`src/rtl/ex_flag_stage_if.sv`:
```
// EX -> EX/MEM boundary bundle for ex_flag_stage; the master drives EX-side inputs and control.
// Define EX_FLAG_OV_STICKY_EN to add the clr_sticky / ov_sticky / ov_count signals.
interface ex_flag_stage_if #(
  parameter int DW = 16,
  parameter int RW = 4
);
  logic          in_valid;
  logic [3:0]    in_alu_op;
  logic          in_is_alu;
  logic          in_is_br;
  logic [2:0]    in_cc;
  logic [DW-1:0] in_dst;
  logic          in_ov;
  logic          in_zr;
  logic          in_wr_en;
  logic [RW-1:0] in_wr_reg;
  logic          stall;
  logic          flush;

  logic          out_valid;
  logic [DW-1:0] out_result;
  logic          out_wr_en;
  logic [RW-1:0] out_wr_reg;
  logic          br_taken;
  logic          flag_z;
  logic          flag_v;
  logic          flag_n;
`ifdef EX_FLAG_OV_STICKY_EN
  logic          clr_sticky;
  logic          ov_sticky;
  logic [7:0]    ov_count;
`endif

  modport master (
    output in_valid, in_alu_op, in_is_alu, in_is_br, in_cc, in_dst, in_ov, in_zr,
           in_wr_en, in_wr_reg, stall, flush,
    input  out_valid, out_result, out_wr_en, out_wr_reg, br_taken, flag_z, flag_v, flag_n
`ifdef EX_FLAG_OV_STICKY_EN
    , output clr_sticky
    , input  ov_sticky, ov_count
`endif
  );

  modport slave (
    input  in_valid, in_alu_op, in_is_alu, in_is_br, in_cc, in_dst, in_ov, in_zr,
           in_wr_en, in_wr_reg, stall, flush,
    output out_valid, out_result, out_wr_en, out_wr_reg, br_taken, flag_z, flag_v, flag_n
`ifdef EX_FLAG_OV_STICKY_EN
    , input  clr_sticky
    , output ov_sticky, ov_count
`endif
  );
endinterface

```
`src/rtl/ex_flag_stage.sv`:
```
// EX/MEM pipeline register plus Z/V/N flag register and conditional-branch resolution.
// Optional overflow sticky bit and saturating counter enabled by defining EX_FLAG_OV_STICKY_EN.
`ifndef ALU_ADD
`define ALU_ADD 4'b0000
`endif
`ifndef ALU_SUB
`define ALU_SUB 4'b0001
`endif
`ifndef ALU_AND
`define ALU_AND 4'b0010
`endif
`ifndef ALU_NOR
`define ALU_NOR 4'b0011
`endif

module ex_flag_stage #(
  parameter int DW = 16,
  parameter int RW = 4
) (
  input logic           clk,
  input logic           rst_n,
  ex_flag_stage_if.slave bus
);
  logic          valid_reg;
  logic [DW-1:0] result_reg;
  logic          wr_en_reg;
  logic [RW-1:0] wr_reg_reg;
  logic          br_taken_reg;
  logic          z_reg;
  logic          v_reg;
  logic          n_reg;

  logic cap;
  logic is_arith;
  logic is_logic;
  logic cond;

  assign cap      = bus.in_valid & ~bus.stall & ~bus.flush;
  assign is_arith = (bus.in_alu_op == `ALU_ADD) || (bus.in_alu_op == `ALU_SUB);
  assign is_logic = (bus.in_alu_op == `ALU_AND) || (bus.in_alu_op == `ALU_NOR);

  // Condition is evaluated against the registered flags, i.e. before this edge's update.
  always_comb begin
    cond = 1'b0;
    case (bus.in_cc)
      3'b000: cond = ~z_reg;
      3'b001: cond = z_reg;
      3'b010: cond = ~z_reg & ~n_reg;
      3'b011: cond = n_reg;
      3'b100: cond = z_reg | (~z_reg & ~n_reg);
      3'b101: cond = n_reg | z_reg;
      3'b110: cond = v_reg;
      default: cond = 1'b1;
    endcase
  end

  always_ff @(posedge clk or negedge rst_n) begin
    if (!rst_n) begin
      valid_reg    <= 1'b0;
      result_reg   <= '0;
      wr_en_reg    <= 1'b0;
      wr_reg_reg   <= '0;
      br_taken_reg <= 1'b0;
      z_reg        <= 1'b0;
      v_reg        <= 1'b0;
      n_reg        <= 1'b0;
    end else if (bus.flush) begin
      valid_reg    <= 1'b0;
      wr_en_reg    <= 1'b0;
      br_taken_reg <= 1'b0;
    end else if (bus.stall) begin
      // Everything holds; only the branch pulse drops so it fires once.
      br_taken_reg <= 1'b0;
    end else begin
      valid_reg    <= bus.in_valid;
      wr_en_reg    <= bus.in_valid & bus.in_wr_en;
      br_taken_reg <= bus.in_valid & bus.in_is_br & cond;
      if (bus.in_valid) begin
        result_reg <= bus.in_dst;
        wr_reg_reg <= bus.in_wr_reg;
      end
      if (cap && bus.in_is_alu && is_arith) begin
        z_reg <= bus.in_zr;
        v_reg <= bus.in_ov;
        n_reg <= bus.in_dst[DW-1];
      end else if (cap && bus.in_is_alu && is_logic) begin
        z_reg <= bus.in_zr;
      end
    end
  end

  assign bus.out_valid  = valid_reg;
  assign bus.out_result = result_reg;
  assign bus.out_wr_en  = wr_en_reg;
  assign bus.out_wr_reg = wr_reg_reg;
  assign bus.br_taken   = br_taken_reg;
  assign bus.flag_z     = z_reg;
  assign bus.flag_v     = v_reg;
  assign bus.flag_n     = n_reg;

`ifdef EX_FLAG_OV_STICKY_EN
  logic       ov_sticky_reg;
  logic [7:0] ov_count_reg;
  logic       ov_event;

  assign ov_event = cap & bus.in_is_alu & is_arith & bus.in_ov;

  // A set event on the same edge as a clear restarts the count at one.
  always_ff @(posedge clk or negedge rst_n) begin
    if (!rst_n) begin
      ov_sticky_reg <= 1'b0;
      ov_count_reg  <= 8'h00;
    end else if (!bus.stall && !bus.flush) begin
      if (ov_event) begin
        ov_sticky_reg <= 1'b1;
        if (bus.clr_sticky)
          ov_count_reg <= 8'h01;
        else if (ov_count_reg != 8'hFF)
          ov_count_reg <= ov_count_reg + 8'h01;
      end else if (bus.clr_sticky) begin
        ov_sticky_reg <= 1'b0;
        ov_count_reg  <= 8'h00;
      end
    end
  end

  assign bus.ov_sticky = ov_sticky_reg;
  assign bus.ov_count  = ov_count_reg;
`endif
endmodule

```
`src/flat_wrapper.sv`:
```
// flat-port wrapper written by rule: the top's interface ports become plain ports
module ex_flag_stage_flat 
#(
  parameter int DW = 16,
  parameter int RW = 4
)
  (clk, rst_n, bus_in_valid, bus_in_alu_op, bus_in_is_alu, bus_in_is_br, bus_in_cc, bus_in_dst, bus_in_ov, bus_in_zr, bus_in_wr_en, bus_in_wr_reg, bus_stall, bus_flush, bus_out_valid, bus_out_result, bus_out_wr_en, bus_out_wr_reg, bus_br_taken, bus_flag_z, bus_flag_v, bus_flag_n);
  ex_flag_stage_if #(.DW(DW), .RW(RW)) bus_i ();
  input logic clk;
  input logic rst_n;
  input wire logic [$bits(bus_i.in_valid)-1:0] bus_in_valid;
  input wire logic [$bits(bus_i.in_alu_op)-1:0] bus_in_alu_op;
  input wire logic [$bits(bus_i.in_is_alu)-1:0] bus_in_is_alu;
  input wire logic [$bits(bus_i.in_is_br)-1:0] bus_in_is_br;
  input wire logic [$bits(bus_i.in_cc)-1:0] bus_in_cc;
  input wire logic [$bits(bus_i.in_dst)-1:0] bus_in_dst;
  input wire logic [$bits(bus_i.in_ov)-1:0] bus_in_ov;
  input wire logic [$bits(bus_i.in_zr)-1:0] bus_in_zr;
  input wire logic [$bits(bus_i.in_wr_en)-1:0] bus_in_wr_en;
  input wire logic [$bits(bus_i.in_wr_reg)-1:0] bus_in_wr_reg;
  input wire logic [$bits(bus_i.stall)-1:0] bus_stall;
  input wire logic [$bits(bus_i.flush)-1:0] bus_flush;
  output wire logic [$bits(bus_i.out_valid)-1:0] bus_out_valid;
  output wire logic [$bits(bus_i.out_result)-1:0] bus_out_result;
  output wire logic [$bits(bus_i.out_wr_en)-1:0] bus_out_wr_en;
  output wire logic [$bits(bus_i.out_wr_reg)-1:0] bus_out_wr_reg;
  output wire logic [$bits(bus_i.br_taken)-1:0] bus_br_taken;
  output wire logic [$bits(bus_i.flag_z)-1:0] bus_flag_z;
  output wire logic [$bits(bus_i.flag_v)-1:0] bus_flag_v;
  output wire logic [$bits(bus_i.flag_n)-1:0] bus_flag_n;
  assign bus_i.in_valid = bus_in_valid;
  assign bus_i.in_alu_op = bus_in_alu_op;
  assign bus_i.in_is_alu = bus_in_is_alu;
  assign bus_i.in_is_br = bus_in_is_br;
  assign bus_i.in_cc = bus_in_cc;
  assign bus_i.in_dst = bus_in_dst;
  assign bus_i.in_ov = bus_in_ov;
  assign bus_i.in_zr = bus_in_zr;
  assign bus_i.in_wr_en = bus_in_wr_en;
  assign bus_i.in_wr_reg = bus_in_wr_reg;
  assign bus_i.stall = bus_stall;
  assign bus_i.flush = bus_flush;
  assign bus_out_valid = bus_i.out_valid;
  assign bus_out_result = bus_i.out_result;
  assign bus_out_wr_en = bus_i.out_wr_en;
  assign bus_out_wr_reg = bus_i.out_wr_reg;
  assign bus_br_taken = bus_i.br_taken;
  assign bus_flag_z = bus_i.flag_z;
  assign bus_flag_v = bus_i.flag_v;
  assign bus_flag_n = bus_i.flag_n;
  ex_flag_stage #(.DW(DW), .RW(RW)) u_core (.clk(clk), .rst_n(rst_n), .bus(bus_i));
endmodule
```
`config.mk`:
```
export PLATFORM = sky130hd
export DESIGN_NAME = ex_flag_stage_flat
export DESIGN_NICKNAME = d
export VERILOG_FILES = /design/src/rtl/ex_flag_stage_if.sv /design/src/rtl/ex_flag_stage.sv /design/src/flat_wrapper.sv
export SDC_FILE = /design/constraint.sdc
export NUM_CORES = 1
export LEC_CHECK = 0
export BUFFER_PORTS_ARGS = -buffer_cell sky130_fd_sc_hd__buf_2
export CORE_UTILIZATION = 45
export CTS_CLUSTER_SIZE = 12
export DETAILED_ROUTE_END_ITERATION = 10
export PLACE_DENSITY = 0.9
export SLEW_MARGIN = 20
export SYNTH_ARGS = -nofsm -noshare
export SYNTH_HDL_FRONTEND = slang
export SYNTH_SLANG_ARGS = --single-unit
```
`constraint.sdc`:
```
create_clock -name clk -period 2.1 [get_ports clk]
set_input_delay 0.21 -clock clk [delete_from_list [all_inputs] [get_ports clk]]
set_output_delay 0.21 -clock clk [all_outputs]
set_load 0.1 [all_outputs]
```
# After elaboration in Yosys (flattened, before gate mapping)

Cells that the tools add are included.
W data, S select, Z words.

Output and inout port bits: 26
Register bits after elaboration: 26
Input port bits: 37
Logic and storage cells: 50

Bitwise operators: 12
Mux-type cells: 9
Eq/ne operators: 10
Reductions and logical operators: 11

Operators by type and width:

| kind                 | number |
|---|---|
| $eq A3 B3 Y1 const B | 3 |
| $reduce_and A3 Y1    | 3 |
| $eq A4 B2 Y1 const B | 2 |
| $mux W1              | 8 |
| $pmux W1 S7          | 1 |
| $and A1 B1 Y1        | 6 |
| $eq A3 B2 Y1 const B | 2 |
| $eq A4 B1 Y1 const B | 1 |
| $logic_not A4 Y1     | 1 |
| $not A1 Y1           | 4 |
| $eq A3 B1 Y1 const B | 1 |
| $logic_and A1 B1 Y1  | 3 |
| $logic_not A3 Y1     | 1 |
| $logic_or A1 B1 Y1   | 2 |
| $ne A2 B1 Y1 const B | 1 |
| $or A1 B1 Y1         | 2 |
| $reduce_bool A2 Y1   | 1 |

# Logic depth before layout (Yosys ltp)

Depth after elaboration: 7
Gate-level depth with buffers: 3
Mapped depth without buffers: 3

# Least setup slack after synthesis

OpenSTA, ideal clock, no wires.

Kind: register to register
Start point: register u_core.n_reg, in the netlist u_core.bus.flag_n
End point: register u_core.br_taken_reg, in the netlist u_core.bus.br_taken
Cell stages (with the launch flop): 4
Period minus slack after synthesis: 1,764 ps
Setup slack: 336 ps
Path buffers: 0
Arrival: 1,639 ps
Setup time: 126 ps
Cell sequence: dfrtp_1 -> or4b_1 -> and3_1 -> o311a_1

Longest elaborated chain between the ends: 7
Elaborated cells on any way between the ends: 8

RTL lines:

| what                   | RTL line                                 | RTL |
|---|---|---|
| from (decl)            | ex_flag_stage.sv:31                      | `logic n_reg;` |
| from (signal assigned) | ex_flag_stage.sv:85                      | `n_reg <= bus.in_dst[DW-1];` |
| $not A1 Y1             | ex_flag_stage.sv:48, ex_flag_stage.sv:50 |  |
| $and A1 B1 Y1          | ex_flag_stage.sv:48, ex_flag_stage.sv:50 |  |
| $or A1 B1 Y1           | ex_flag_stage.sv:50                      | `3'b100: cond = z_reg \| (~z_reg & ~n_reg);` |
| $pmux W1 S7 (*)        | ex_flag_stage.sv:45                      | `case (bus.in_cc)` |
| $and A1 B1 Y1 (*)      | ex_flag_stage.sv:77                      | `br_taken_reg <= bus.in_valid & bus.in_is_br & cond;` |
| $mux W1 (*)            | ex_flag_stage.sv:71                      | `end else if (bus.stall) begin` |
| $mux W1 (*)            | ex_flag_stage.sv:67                      | `end else if (bus.flush) begin` |
| to (signal assigned)   | ex_flag_stage.sv:77                      |  |
| to (decl)              | ex_flag_stage.sv:28                      | `logic br_taken_reg;` |

Mark *: on every way between the ends. The rest lies on a longest branch, timed or not.
A chain may end at the register's enable or synchronous reset.

# Worst setup path in the final report

Start point: register u_core.n_reg, in the netlist u_core.bus.flag_n
End point: output port bus_flag_n

RTL lines:

| what      | RTL line           | RTL |
|---|---|---|
| to (decl) | flat_wrapper.sv:30 | `output wire logic [$bits(bus_i.flag_n)-1:0] bus_flag_n;` |

No word-level cell between the ends.

==> impl_results.md <==
* Status: completed
* Clock insertion delay at the later pin of the skew report at 0.31 ns
* Crit-path max cell delay at 0.45 ns
* Sequential share of the synthesized area at 61.6%
* Slew headroom at 62.6%
* Max-cap viol count at 0
* Final Util at 66.0%
* DRT Wirelength at 2.05 mm
* Syn avg cell area at 14.9 sq um
* Area of the die at 2540 sq um
* Max VDD drop at 871 uV
* Total CTS buffers at 3
* Synth top area cells: dfrtp_1, mux2_2, nor3b_4
* Die Wd at 50.4 microns
* Final HPWL DP at 1.65 mm
* Worst-path maximum fanout at 5
* Core area at 2210 sq um
* DRT antenna net count at 0
* Synth Cell Area at 1060 sq um
* Crit path kind: reg2out
* Vias in the first global route at 886
* Yosys top cell by area: dfrtp_1
* EDFF count, synth at 0
* Seq cells post-synth at 26
* Cells along the critical path: buf_2
* Hold Vio Cnt, Final at 0
* CP max-delay cell: buf_2
* RSZ-0062 raised after global routing: no
* IO Pins at 63
* Share of cells above drive strength 1 at 66.4%
* Synth cell types at 17
* Tmin final at 1.42 ns
* Crit path from: u_core.bus.flag_n$_DFFE_PN0P_
* Max Slew Vio Count at 0
* FF-to-FF End: u_core.bus.br_taken$_DFF_PN0_
* Initial DRT Pass Iterations at 2
* CP delay by family, top: buffers and inverters
* Sink Count at 26
* Startpoint Class: flop
* Power, Total at 1.84 mW
* Worst path arrival time at 1.21 ns
* Final number of setup-violating endpoints at 0
* # nets final at 175
* # diodes at 0
* Post-Syn Nets at 108
* End of the critical path: bus_flag_n
* Clk slew on worst S/H paths at 0.13 ns
* Primary FF master, synth: dfrtp_1
* Post-CTS setup buffer count at 0
* Largest net degree at the start of global routing at 27
* Placed cell area at 1400 sq um
* Port Buffers at 61
* Row count at 17
* Post-synth ARST share at 100%
* WP data required at 1.89 ns
* RR Startpoint: u_core.bus.flag_n$_DFFE_PN0P_
* CTS tree: built
* Die Span Y at 50.4 microns
* Synth Warn # at 0
* Remaining DRCs at 0
* FMAX at 0.706 GHz
* CTS root buffer: clkbuf_4
* Cells after synthesis at 71
* CTS H-Tree Depth at 1
* Initial core utilization at 47.7%
* Hold crit path type: in2reg
* First-pass GRT wire length at 3.53 mm
* Gr usage total at 18.4%
* WP depth at 1
* Finished Cell Area at 1460 sq um
* Leak at 0.753 nW
* Power per Cell Area at 1260 nW/um^2
* Commonest cells post-synth: dfrtp_1, mux2_2, nor2_1, inv_1
* Max FFs per register at 16
* Clock skew at 0.000280 ns
* Wire per inst at 12.4 microns
* GR Overflow Total at 0
* Via count at 810
* RePlAce Congestion at 0.699
* P&R area growth vs syn at 38.2%
* R2R depth at 3
* Initial antenna violation count at 0
* Worst path bufs/invs at 1
* Worst-margin pin slew at 0.561 ns
* Setup crit end kind: output port
* Final period utilization at 67.4%
* Clk buf depth at 2
* Count leader, synth: dfrtp_1
* Via/cell ratio at 4.91
* Starting DRT DRC Count at 3
* Yosys top cell area share at 61.6%
* Reg2Reg Setup Slack at 0.75 ns
* Fin Setup TNS at 0 ns
[worst min path at each step]
stage                                                  to  cells past startpoint  startpoint  slack [ns]
global route             u_core.bus.out_valid$_DFFE_PN0P_                      2   bus_flush        0.08
CTS                      u_core.bus.out_valid$_DFFE_PN0P_                      2   bus_flush        0.09
floorplan                   u_core.bus.br_taken$_DFF_PN0_                      0       rst_n       -0.09
finish                   u_core.bus.out_valid$_DFFE_PN0P_                      2   bus_flush         0.1
global placement    u_core.bus.out_result[12]$_DFFE_PN0P_                      1       rst_n        0.22
detailed placement  u_core.bus.out_result[12]$_DFFE_PN0P_                      1       rst_n        0.24
[power by group]
part	internal [mW]	leakage (nW)	total, mW	switching (mW)
clock network	0.193	0.0279	0.334	0.141
logic	0.155	0.408	0.878	0.724
registers	0.584	0.317	0.629	0.0450
total	0.931	0.753	1.84	0.909
[per-layer routing]
layer	global-route usage, %	share of wire [%]
met3	2.42	5.3
met2	35.3	55
met5	0	0
met4	7.41	0.29
met1	20.1	39
[layout make-up]
cell class	count	area, sq um
fill	183	753
inverter	3	11.3
sequential	26	651
timing repair buffer	64	330
clock inverter	1	30.0
tap	28	35.0
clock buffer	3	22.5
multi-input combinational	40	379
[per-stage QoR]
stage          worst slack [ns]  cells  hold WS [ns]
2_1_floorplan             0.336     71       -0.0856
3_3_place_gp              0.743    160         0.218
3_5_place_dp              0.705    160         0.238
4_1_cts                   0.672    165        0.0867
5_1_grt                   0.647    165        0.0836
6_report                  0.684    165        0.0997
[layout by cell type, fill, tap and decap left out, drive strengths merged]
cell and instances:
buf 63, dfrtp 26, mux2 23, nor2 4
inv 3, clkbuf 3, and3 2, a221oi 1
nand2 1, nor3b 1, or4b 1, o2111ai 1
o311a 1, nor2b 1, a21oi 1, nand3 1
nand4b 1, a22oi 1, bufinv 1, dlygate4sd3 1
[timing repair]
item	4_1_cts	5_1_grt
gates resized for setup	0	0
hold buffers	1	0
hold endpoints to repair	26	0
[cell families after synthesis]
logic type | after synthesis | synth area share, %
DFF | 26 | 61.6
muxes | 23 | 24.5
and+or+nand+nor | 12 | 7.58
buffers and inverters | 5 | 2.49
AOI/OAI and AO/OA | 5 | 3.79
(Power assumes the default switching activity.)
